[config.mk]
export PLATFORM = sky130hd
export DESIGN_NAME = board_scanner
export DESIGN_NICKNAME = d
export VERILOG_FILES = /design/src/rtl/board_scanner_pkg.sv /design/src/rtl/board_scanner_popcount.sv /design/src/rtl/board_scanner.sv
export SDC_FILE = /design/constraint.sdc
export NUM_CORES = 1
export LEC_CHECK = 0
export CAP_MARGIN = 20
export CORE_MARGIN = 5
export CORE_UTILIZATION = 40
export CTS_CLUSTER_DIAMETER = 60
export DETAILED_ROUTE_END_ITERATION = 7
export PLACE_DENSITY_LB_ADDON = 0.15
export SYNTH_ARGS = -nofsm -noshare
export SYNTH_HDL_FRONTEND = slang
export SYNTH_SLANG_ARGS = --single-unit
[constraint.sdc]
create_clock -name clk -period 13.7 [get_ports clk]
set_clock_uncertainty 0.05 [all_clocks]
set_input_delay 2.74 -clock clk [delete_from_list [all_inputs] [get_ports clk]]
set_output_delay 2.74 -clock clk [all_outputs]
set_load 0.02 [all_outputs]
[src/rtl/board_scanner_pkg.sv]
// Shared board geometry, FSM states and cell access for the board scanner.
package board_scanner_pkg;
  localparam int BOARD_N = 8;
  localparam int CELL_W  = 3;
  localparam int CELLS   = BOARD_N * BOARD_N;
  localparam int BOARD_W = CELLS * CELL_W;
  localparam logic [CELL_W-1:0] COLOR_EMPTY = '0;

  typedef enum logic [2:0] {
    S_IDLE  = 3'd0,
    S_REQ   = 3'd1,
    S_SCAN  = 3'd2,
    S_COUNT = 3'd3,
    S_DONE  = 3'd4
  } state_t;

  // Cell i = 8*r+c of a flat board vector.
  function automatic logic [CELL_W-1:0] cell_at(input logic [BOARD_W-1:0] b, input logic [5:0] i);
    return b[i*CELL_W +: CELL_W];
  endfunction
endpackage

[src/rtl/board_scanner_popcount.sv]
// 64-bit population count built from eight byte-lane partial counts.
module popcount64 (
  input  logic [63:0] i_vec,
  output logic [6:0]  o_cnt
);
  function automatic logic [3:0] lane_cnt(input logic [7:0] v);
    logic [3:0] s;
    s = '0;
    for (int b = 0; b < 8; b++) s = s + {3'd0, v[b]};
    return s;
  endfunction

  logic [7:0][3:0] w_lane;

  for (genvar g = 0; g < 8; g++) begin : g_lane
    assign w_lane[g] = lane_cnt(i_vec[8*g +: 8]);
  end

  always_comb begin
    o_cnt = '0;
    for (int g = 0; g < 8; g++) o_cnt = o_cnt + {3'd0, w_lane[g]};
  end
endmodule

[src/rtl/board_scanner.sv]
// Requests a board from the generator, scans one cell per cycle for runs >=3,
// then reports the match mask, its popcount and a timeout error flag.
module board_scanner
  import board_scanner_pkg::*;
#(
  parameter int GEN_TIMEOUT = 255
) (
  input  logic               clk,
  input  logic               rst_n,
  input  logic               start,
  input  logic               ack,
  output logic               fresh,
  input  logic               if_generated,
  input  logic [BOARD_W-1:0] new_board,
  output logic [BOARD_W-1:0] board_q,
  output logic [CELLS-1:0]   match_mask,
  output logic [6:0]         match_count,
  output logic               has_match,
  output logic               done,
  output logic               err
);
  localparam logic [7:0] TMO = 8'(GEN_TIMEOUT);

  state_t             r_state, w_next;
  logic [5:0]         r_idx;
  logic [7:0]         r_tcnt;
  logic               r_fresh, r_done, r_err, r_has;
  logic [BOARD_W-1:0] r_board;
  logic [CELLS-1:0]   r_mask, w_set;
  logic [6:0]         r_cnt, w_pop;
  logic [2:0]         w_r, w_c;
  logic [CELL_W-1:0]  w_v;
  logic               w_h_hit, w_v_hit;

  // Window compares; c<=5 / r<=5 guards keep runs from wrapping across edges.
  assign w_r = r_idx[5:3];
  assign w_c = r_idx[2:0];
  assign w_v = cell_at(r_board, r_idx);
  assign w_h_hit = (w_c <= 3'd5) && (w_v != COLOR_EMPTY) &&
                   (w_v == cell_at(r_board, r_idx + 6'd1)) &&
                   (w_v == cell_at(r_board, r_idx + 6'd2));
  assign w_v_hit = (w_r <= 3'd5) && (w_v != COLOR_EMPTY) &&
                   (w_v == cell_at(r_board, r_idx + 6'd8)) &&
                   (w_v == cell_at(r_board, r_idx + 6'd16));
  assign w_set = (w_h_hit ? (64'h7 << r_idx) : '0) |
                 (w_v_hit ? (64'h10101 << r_idx) : '0);

  popcount64 u_pop (.i_vec(r_mask), .o_cnt(w_pop));

  always_ff @(posedge clk or negedge rst_n) begin
    if (!rst_n) r_state <= S_IDLE;
    else        r_state <= w_next;
  end

  always_comb begin
    w_next = r_state;
    case (r_state)
      S_IDLE:  if (start) w_next = S_REQ;
      S_REQ:   if (if_generated)   w_next = S_SCAN;
               else if (r_tcnt == TMO) w_next = S_DONE;
      S_SCAN:  if (r_idx == 6'd63) w_next = S_COUNT;
      S_COUNT: w_next = S_DONE;
      S_DONE:  if (ack) w_next = S_IDLE;
      default: w_next = S_IDLE;
    endcase
  end

  always_ff @(posedge clk or negedge rst_n) begin
    if (!rst_n) begin
      r_fresh <= 1'b0;
      r_done  <= 1'b0;
      r_err   <= 1'b0;
      r_has   <= 1'b0;
      r_board <= '0;
      r_mask  <= '0;
      r_cnt   <= '0;
      r_idx   <= '0;
      r_tcnt  <= '0;
    end else begin
      case (r_state)
        S_IDLE: if (start) begin
          r_fresh <= 1'b1;
          r_mask  <= '0;
          r_err   <= 1'b0;
          r_tcnt  <= '0;
        end
        S_REQ: begin
          if (if_generated) begin
            r_board <= new_board;
            r_idx   <= '0;
            r_fresh <= 1'b0;
          end else if (r_tcnt == TMO) begin
            r_err   <= 1'b1;
            r_fresh <= 1'b0;
            r_done  <= 1'b1;
            r_cnt   <= '0;
            r_has   <= 1'b0;
          end else begin
            r_tcnt <= r_tcnt + 8'd1;
          end
        end
        S_SCAN: begin
          r_mask <= r_mask | w_set;
          if (r_idx != 6'd63) r_idx <= r_idx + 6'd1;
        end
        S_COUNT: begin
          r_cnt  <= w_pop;
          r_has  <= |r_mask;
          r_done <= 1'b1;
        end
        S_DONE: if (ack) r_done <= 1'b0;
        default: ;
      endcase
    end
  end

  assign fresh       = r_fresh;
  assign done        = r_done;
  assign err         = r_err;
  assign has_match   = r_has;
  assign board_q     = r_board;
  assign match_mask  = r_mask;
  assign match_count = r_cnt;
endmodule

==> impl_metrics.env, run 1 <==
export IMPL_status="complete, no violations"
export IMPL_clk_pin_slew_ns=0.06
export IMPL_comb_power_share_pct=57.6
export IMPL_wirelength_um=74100
export IMPL_gr_usage_all_layers_pct=27.5
export IMPL_clkLatencyLatePin_ns=0.56
export IMPL_fillers=4463
export IMPL_ys_top_cells_by_area="dfrtp_1, mux4_2, nand2_1"
export IMPL_setup_viol=0
export IMPL_clock_path_buffers=3
export IMPL_maxSlewHeadroom_pct=28.3
export IMPL_synth_main_ff_cell="dfrtp_1"
export IMPL_ys_async_sr_fraction_pct=100
export IMPL_floorplan_rows=81
export IMPL_setup_ws_ns=6.73
export IMPL_yosysTopAreaCellShare_pct=36.3
export IMPL_io_pins=464
export IMPL_start_util_pct=40.2
export IMPL_antenna_left=0
export IMPL_layout_drive_gt1_share_pct=11.3
export IMPL_grt_pass1_vias=18200
export IMPL_power_frac_clock_pct=16.4
export IMPL_final_nets=2730
export IMPL_required_ns=14.08
export IMPL_timing_fmax_ghz=0.144
export IMPL_setup_tns_final_ns=0
export IMPL_synthesis_area_sq_um=19600
export IMPL_synthesis_nets=2319
export IMPL_cts_sinks=284
export IMPL_core_sq_um=48600
export IMPL_synth_cells=2006
export IMPL_p_switching_w=0.00285
export IMPL_cap_violations=0
export IMPL_dp_slack_ns=6.68
export IMPL_critPathLaunchType="flop"
export IMPL_synth_edf_count=0
export IMPL_drc=0
export IMPL_place_gp_congestion=0.932
export IMPL_netSwitchingFraction_pct=45.4
export IMPL_period_minus_slack_ns=6.97
export IMPL_hold_class="reg -> reg"
export IMPL_io_buffers=463
export IMPL_dpl_cell_count=2996
export IMPL_antenna_found_initial=3
export IMPL_grt_overflow=0
export IMPL_drv_slew=0
export IMPL_p_per_area_nw_per_um2=241
export IMPL_arrival_ns=7.34
export IMPL_crit_fanout=4
export IMPL_grt_pass1_wl_um=113000
export IMPL_rsz0062_at_grt="false"
export IMPL_cts_tree="built"
export IMPL_p_int_w=0.00343
export IMPL_die_h_um=231
export IMPL_ir_drop_uv=126
export IMPL_first_pass_iters=6
export IMPL_avgViaCountPerCell=5.66
export IMPL_dpl_hpwl_um=56700
export IMPL_syn2layout_area_growth_pct=33.0
export IMPL_grt_max_degree=96
export IMPL_ys_warn_count=0
export IMPL_leakage_nw=11.4
export IMPL_ys_ff_latch=284
export IMPL_worst_slew_pin_slew_ns=1.07
export IMPL_finalHoldViolCount=0
export IMPL_hold_buffers=0
export IMPL_drt_iter0_drc=1486
export IMPL_seqPwrFrac_pct=26.0
export IMPL_wl_per_cell_um=24.1
export IMPL_final_cells=3068
export IMPL_die_w_um=231
export IMPL_h_tree_depth=2
export IMPL_synth_top_area_cell="dfrtp_1"
export IMPL_hold_ws_ns=0.447
export IMPL_period_share_pct=50.9
export IMPL_synthDistinctLibCells=64
export IMPL_num_vias=17400
export IMPL_avgSynthCellArea_sq_um=9.75
export IMPL_cts_root_buf="clkbuf_16"
export IMPL_die_area_sq_um=53400
export IMPL_end_kind="flop"
export IMPL_worstSetupPathType="reg -> reg"
export IMPL_cts_buffers=40
export IMPL_postCtsSetupBuffers=0
export IMPL_post_cts_resized=0
export IMPL_ys_seq_area_share_pct=36.3
-- per-stage QoR --
stage / power (W) / area (sq um) / util (%)
final: 0.00627 / 26000 / 53.5
after global routing: 0.00663 / 26000 / 53.5
after CTS: 0.00631 / 26000 / 53.4
after detailed placement: 0.00524 / 24700 / 50.7
after global placement: 0.00520 / 24700 / 50.7
after floorplan: 0.00376 / 19600 / -
-- layout make-up --
type | instances | area, sq um | share of cell area (%)
clock buffer | 53 | 1130 | 4.35
tap | 622 | 778 | 2.99
antenna | 3 | 7.51 | 0.0289
clock inverter | 15 | 169 | 0.649
timing repair buffer | 487 | 4840 | 18.6
multi-input combinational | 1455 | 11400 | 43.9
inverter | 149 | 559 | 2.15
sequential | 284 | 7120 | 27.4
-- per-layer routing --
metal	global-route usage, %	part of all wire (%)	up-vias
met3	5.03	6.2	113
met2	49.6	53	671
met4	8.97	3.5	0
met1	33.4	38	8774
li1	-	-	7811
met5	0	0	-
-- final timing paths --
| path | start | endpoint | slack (ns) | depth (start not counted) |
|---|---|---|---|---|
| max | match_mask[1] | match_count[6] | 6.73 | 24 |
| min in group asynchronous | rst_n | match_count[0] | 2.08 | 1 |
| max reg2reg | match_mask[1] | match_count[6] | 6.73 | 24 |
| min reg2reg | match_count[1] | match_count[1] | 0.45 | 1 |
| max in group asynchronous | rst_n | board_q[50] | 9.59 | 4 |
| min | match_count[1] | match_count[1] | 0.45 | 1 |
-- logic make-up after synthesis --
family	share of synthesized area [%]
xor+xnor	1.34
mux	20.9
flops	36.3
fa+ha+maj	9.38
buf+inv	5.50
simple gates	19.3
compound gates	7.26
-- cell usage in the layout, fill, tap and decap left out, types with 22 or more instances in the layout --
| master | Yosys | layout |
|---|---|---|
| o21ai_0 | 28 | 28 |
| ha_1 | 65 | 63 |
| fa_1 | 51 | 51 |
| nand3_1 | 58 | 58 |
| buf_4 | 8 | 22 |
| mux4_2 | 160 | 160 |
| inv_1 | 146 | 146 |
| mux2i_1 | 36 | 36 |
| nor2_1 | 42 | 42 |
| clkdlybuf4s50_1 | 0 | 462 |
| o221ai_1 | 35 | 35 |
| nand2_1 | 699 | 698 |
| a22oi_1 | 22 | 22 |
| dfrtp_1 | 284 | 281 |
| a21oi_1 | 24 | 24 |
| clkbuf_16 | 0 | 42 |
-- power by group through the flow --
stage	Sequential [W]	Clock [W]	Combinational, W
after global placement	0.00161	0	0.00359
after global routing	0.00168	0.00109	0.00386
after detailed placement	0.00163	0	0.00361
after floorplan	0.00175	0	0.00201
final	0.00163	0.00103	0.00361
after CTS	0.00163	0.00105	0.00363
-- critical path, stage by stage (launching register included) --
cell,delay (ns)
dfrtp_1,0.39
inv_1,0.06
ha_1,0.26
inv_1,0.05
fa_1,0.50
fa_1,0.43
fa_1,0.43
fa_1,0.50
inv_1,0.08
fa_1,0.46
xnor2_1,0.24
fa_1,0.45
fa_1,0.55
inv_1,0.05
fa_1,0.53
inv_1,0.05
fa_1,0.52
inv_1,0.07
ha_1,0.29
a21o_1,0.16
a21oi_1,0.22
o21bai_1,0.08
a21oi_1,0.17
xor2_1,0.15
o21ai_0,0.09
-- state kept, by name, indices dropped and copies added, names as in the netlist, 3 cells and up --
| signal | cells |
|---|---|
| board_q | 192 |
| match_mask | 64 |
| r_idx | 6 |
| r_tcnt | 8 |
| match_count | 7 |
| r_state | 3 |
-- synthesized netlist by cell type, types with 8 or more instances --
library cell,instances
buf_4,8
ha_1,65
a22oi_1,22
nand4_1,15
a21oi_1,24
a32oi_1,13
fa_1,51
xor2_1,10
mux2i_1,36
o21a_1,8
mux2_2,11
buf_2,28
nand3_1,58
nor4_1,15
clkbuf_1,67
a31oi_1,11
xnor2_1,20
nand2_1,699
inv_1,146
nor3_1,14
buf_1,14
mux4_2,160
o22ai_1,13
o21ai_1,8
nor2_1,42
dfrtp_1,284
nor2b_1,18
o221ai_1,35
o21ai_0,28
(Power assumes the default switching activity.)
==> run 2, diff against run 1 <==
- clock period: 13.7 -> 5.6 ns (I/O delays scaled with it)
==> impl_metrics.env, run 2 (synthesis results as in run 1) <==
export IMPL_drv_slew=0
export IMPL_num_vias=17700
export IMPL_finalHoldViolCount=0
export IMPL_antenna_left=0
export IMPL_setup_viol=5
export IMPL_arrival_ns=6.90
export IMPL_comb_power_share_pct=58.7
export IMPL_first_pass_iters=6
export IMPL_p_switching_w=0.00693
export IMPL_seq_area_sq_um=7120
export IMPL_syn2layout_area_growth_pct=36.5
export IMPL_final_nets=2796
export IMPL_fillers=4399
export IMPL_period_minus_slack_ns=6.51
export IMPL_status="finished, violations left"
export IMPL_cts_root_buf="clkbuf_16"
export IMPL_start_util_pct=40.2
export IMPL_io_pins=464
export IMPL_wirelength_um=74900
export IMPL_floorplan_rows=81
export IMPL_power_frac_clock_pct=15.8
export IMPL_clk_pin_slew_ns=0.05
export IMPL_grt_max_degree=126
export IMPL_gr_usage_all_layers_pct=27.5
export IMPL_required_ns=5.98
export IMPL_clkLatencyLatePin_ns=0.55
export IMPL_worst_slew_pin_slew_ns=0.855
export IMPL_seqPwrFrac_pct=25.5
export IMPL_clock_path_buffers=3
export IMPL_setup_ws_ns=-0.914
export IMPL_drc=0
export IMPL_die_h_um=231
export IMPL_dpl_hpwl_um=58100
export IMPL_grt_pass1_vias=18300
export IMPL_timing_fmax_ghz=0.154
export IMPL_maxSlewHeadroom_pct=42.8
export IMPL_core_sq_um=48600
export IMPL_cts_tree="built"
export IMPL_finalPower_w=0.0154
export IMPL_die_area_sq_um=53400
export IMPL_crit_fanout=3
export IMPL_grt_overflow=0
export IMPL_ir_drop_uv=423
export IMPL_hold_class="reg -> reg"
export IMPL_wl_per_cell_um=23.9
export IMPL_drt_iter0_drc=1548
export IMPL_grt_pass1_wl_um=113000
export IMPL_io_buffers=463
export IMPL_worstSetupPathType="reg -> reg"
export IMPL_end_kind="flop"
export IMPL_final_cell_mix="nand2_1, clkdlybuf4s50_1, dfrtp_1"
export IMPL_cap_violations=0
export IMPL_p_int_w=0.00847
export IMPL_setup_tns_final_ns=-3.66
export IMPL_die_w_um=231
export IMPL_cts_buffers=39
export IMPL_failed_checks="setup timing"
export IMPL_avgViaCountPerCell=5.65
export IMPL_critPathLaunchType="flop"
export IMPL_leakage_nw=11.7
export IMPL_h_tree_depth=2
export IMPL_hold_buffers=0
export IMPL_cts_sinks=284
export IMPL_place_gp_congestion=0.923
export IMPL_p_per_area_nw_per_um2=577
export IMPL_layout_drive_gt1_share_pct=15.1
export IMPL_multi_input_area_sq_um=11600
export IMPL_period_share_pct=116
export IMPL_final_common_cell="nand2_1"
export IMPL_largest_reg_flops=192
export IMPL_antenna_found_initial=2
export IMPL_rsz0062_at_grt="true"
export IMPL_netSwitchingFraction_pct=45.0
## run 2: final cells by class
cell class / instances / area share, %
multi-input combinational: 1455 / 43.3
sequential: 284 / 26.7
antenna: 2 / 0.0188
inverter: 149 / 2.10
clock buffer: 53 / 4.20
tap: 622 / 2.92
clock inverter: 12 / 0.483
timing repair buffer: 554 / 20.3
## run 2: path summary, 6_finish.rpt
| check | startpoint | to | cells past startpoint | slack [ns] |
|---|---|---|---|---|
| max | match_mask[1] | match_count[6] | 26 | -0.91 |
| min | err | err | 2 | 0.46 |
| max reg2reg | match_mask[1] | match_count[6] | 26 | -0.91 |
| min reg2reg | err | err | 2 | 0.46 |
| max in group asynchronous | rst_n | match_count[3] | 2 | 3.72 |
| min in group asynchronous | rst_n | board_q[186] | 1 | 0.50 |
## run 2: what timing repair did
action                                  CTS  global route
buffers inserted                          5             2
endpoints found under the setup margin    6             6
gates cloned                              0             0
gates resized for setup                  15             4
pin swaps                                10             2
## run 2: metrics by stage
step | hold WS (ns) | instances | setup slack, ns | util (%) | area [sq um]
3_3_place_gp | 0.445 | 3055 | -0.884 | 52.0 | 25300
4_1_cts | 0.469 | 3125 | -0.909 | 54.8 | 26700
6_report | 0.458 | 3131 | -0.914 | 54.9 | 26700
2_1_floorplan | 0.427 | 2006 | -0.839 | - | 19600
3_5_place_dp | 0.452 | 3055 | -0.956 | 52.0 | 25300
5_1_grt | 0.482 | 3131 | -1.16 | 54.9 | 26700
## run 2: power groups by stage
stage	Clock [W]	Combinational, W	Sequential [W]
6_report	0.00243	0.00903	0.00393
5_1_grt	0.00257	0.00963	0.00406
3_5_place_dp	0	0.00900	0.00395
3_3_place_gp	0	0.00892	0.00389
2_1_floorplan	0	0.00493	0.00427
4_1_cts	0.00248	0.00906	0.00393
## run 2: critical path, stage by stage (launching register included)
cell,delay [ns]
dfrtp_2,0.36
inv_2,0.05
ha_4,0.25
inv_2,0.03
fa_1,0.49
fa_1,0.44
fa_2,0.40
fa_1,0.55
inv_2,0.06
ha_4,0.20
a21o_1,0.18
a21oi_2,0.19
xnor2_2,0.11
fa_1,0.53
inv_2,0.04
fa_1,0.48
inv_2,0.04
fa_1,0.51
inv_2,0.04
fa_1,0.51
inv_2,0.05
ha_4,0.22
a21oi_2,0.15
o21bai_1,0.09
a21oi_1,0.15
xor2_1,0.16
o21ai_1,0.08
## run 2: routing by layer
metal | share of wire, % | vias up | track usage, % | wire [um]
met3 | 5.7 | 131 | 4.15 | 4290
li1 | - | 7942 | - | -
met4 | 4.2 | 0 | 10.6 | 3120
met2 | 52 | 675 | 49.0 | 38900
met5 | 0 | - | 0 | 0
met1 | 38 | 8935 | 33.9 | 28600
==> run 3, diff against run 2 <==
- CTS_CLUSTER_DIAMETER: 60 -> 200
==> impl_metrics.env, run 3 (synthesis results as in run 1) <==
export IMPL_fillers=4421
export IMPL_timing_fmax_ghz=0.154
export IMPL_io_pins=464
export IMPL_grt_pass1_vias=18200
export IMPL_setup_viol=5
export IMPL_period_share_pct=116
export IMPL_drc=0
export IMPL_dpl_hpwl_um=58100
export IMPL_status="finished, violations left"
export IMPL_worstSetupPathType="reg -> reg"
export IMPL_p_int_w=0.00840
export IMPL_io_buffers=463
export IMPL_hold_class="reg -> reg"
export IMPL_cp_depth=26
export IMPL_dpl_cell_count=3055
export IMPL_first_pass_iters=6
export IMPL_rr_worst_depth=26
export IMPL_drt_iter0_drc=1733
export IMPL_syn2layout_area_growth_pct=36.0
export IMPL_end_kind="flop"
export IMPL_core_sq_um=48600
export IMPL_final_nets=2792
export IMPL_die_h_um=231
export IMPL_topRoutingLayerUsed="met4"
export IMPL_setup_ws_ns=-0.904
export IMPL_critPathSlowestCell="fa_1"
export IMPL_grt_max_degree=126
export IMPL_h_tree_depth=2
export IMPL_crit_fanout=3
export IMPL_seqPwrFrac_pct=25.7
export IMPL_netSwitchingFraction_pct=45.1
export IMPL_antenna_left=0
export IMPL_path_buf_inv=7
export IMPL_required_ns=5.98
export IMPL_period_minus_slack_ns=6.50
export IMPL_wl_per_cell_um=24.0
export IMPL_cap_violations=0
export IMPL_grt_overflow=0
export IMPL_avgViaCountPerCell=5.65
export IMPL_failed_checks="setup timing"
export IMPL_dr_wl_met2_um=38900
export IMPL_hold_depth=2
export IMPL_ir_drop_uv=425
export IMPL_cp_common_cell="fa_1"
export IMPL_gr_usage_all_layers_pct=27.6
export IMPL_p_switching_w=0.00690
export IMPL_final_common_cell="nand2_1"
export IMPL_leakage_nw=11.6
export IMPL_die_w_um=231
export IMPL_worst_slew_pin_slew_ns=0.844
export IMPL_critPathLaunchType="flop"
export IMPL_crit_start="match_mask[0]"
export IMPL_maxSlewHeadroom_pct=43.5
export IMPL_comb_power_share_pct=59.0
export IMPL_arrival_ns=6.88
export IMPL_cts_tree="built"
export IMPL_met1_length_um=28500
export IMPL_clock_path_buffers=3
export IMPL_clk_pin_slew_ns=0.06
export IMPL_cts_buffers=35
export IMPL_num_vias=17700
export IMPL_fin_util_pct=54.7
export IMPL_place_gp_congestion=0.923
export IMPL_slowest_delay_ns=0.55
export IMPL_rsz0062_at_grt="true"
export IMPL_clkLatencyLatePin_ns=0.56
export IMPL_finalHoldViolCount=0
export IMPL_p_per_area_nw_per_um2=575
export IMPL_grt_pass1_wl_um=113000
export IMPL_cts_sinks=284
export IMPL_antenna_found_initial=1
export IMPL_floorplan_rows=81
export IMPL_start_util_pct=40.2
export IMPL_hp_start="err"
export IMPL_die_area_sq_um=53400
export IMPL_layout_drive_gt1_share_pct=14.8
export IMPL_largest_reg_flops=192
export IMPL_met3_wirelength_um=4540
export IMPL_final_cell_mix="nand2_1, clkdlybuf4s50_1, dfrtp_1"
export IMPL_power_frac_clock_pct=15.3
export IMPL_drv_slew=0
export IMPL_hold_buffers=0
export IMPL_cts_root_buf="clkbuf_16"
export IMPL_wirelength_um=75000
export IMPL_final_cells=3124
export IMPL_cp_top_family="adder cells"
export IMPL_timing_rr_start="match_mask[0]"
-- run 3: cell count changes in the layout (fill, tap and decap cells not counted) --
cell | previous run | this run
clkbuf_1 | 7 | 8
diode_2 | 2 | 1
clkbuf_16 | 41 | 37
inv_1 | 131 | 132
inv_2 | 17 | 16
inv_8 | 2 | 0
clkinv_2 | 6 | 2
clkinvlp_4 | 1 | 2
bufinv_16 | 2 | 3
clkbuf_8 | 5 | 6
-- run 3: final timing paths --
path | slack, ns | end
worst max-delay path | -0.90 | match_count[6]
worst min-delay path | 0.46 | err
worst max register to register | -0.90 | match_count[6]
worst min register to register | 0.46 | err
max in group asynchronous | 3.74 | match_count[1]
min in group asynchronous | 0.48 | board_q[186]
-- run 3: final cells by class --
class,count,area [sq um],area share (%)
antenna,1,2.50,0.00941
clock buffer,51,1040,3.90
clock inverter,8,124,0.466
inverter,149,559,2.10
multi-input combinational,1455,11600,43.4
sequential,284,7120,26.8
tap,622,778,2.93
timing repair buffer,554,5420,20.4
-- run 3: power by group through the flow --
stage / logic [W] / registers [W] / clock network [W]
5_1_grt: 0.00963 / 0.00405 / 0.00246
6_report: 0.00903 / 0.00393 / 0.00234
3_5_place_dp: 0.00900 / 0.00395 / 0
2_1_floorplan: 0.00493 / 0.00427 / 0
4_1_cts: 0.00906 / 0.00393 / 0.00239
3_3_place_gp: 0.00892 / 0.00389 / 0
-- run 3: through the flow --
| stage | instance area, sq um | total power (W) | setup slack (ns) | hold WS [ns] | setup TNS [ns] |
|---|---|---|---|---|---|
| 3_5_place_dp | 25300 | 0.0130 | -0.956 | 0.452 | -3.80 |
| 2_1_floorplan | 19600 | 0.00920 | -0.839 | 0.427 | -3.04 |
| 6_report | 26600 | 0.0153 | -0.904 | 0.461 | -3.59 |
| 4_1_cts | 26600 | 0.0154 | -0.907 | 0.472 | -3.61 |
| 3_3_place_gp | 25300 | 0.0128 | -0.884 | 0.445 | -3.45 |
| 5_1_grt | 26600 | 0.0161 | -1.16 | 0.485 | -4.77 |
-- run 3: timing repair --
action | CTS | global route
buffers inserted | 5 | 2
gates resized for setup | 15 | 3
pin swaps | 10 | 2
endpoints found under the setup margin | 6 | 6
-- run 3: worst reg2reg max path, delay by kind of cell, from the launching register on --
| family | cells | cell delay, ns |
|---|---|---|
| buf+inv | 7 | 0.31 |
| fa+ha+maj | 11 | 4.55 |
| compound gates | 6 | 0.84 |
| flops | 1 | 0.36 |
| xor+xnor | 2 | 0.27 |
-- run 3: metal layers --
layer / track usage, % / up-vias
li1: - / 7923
met1: 34.2 / 8917
met5: 0 / -
met4: 10.2 / 0
met2: 49.0 / 689
met3: 4.17 / 136
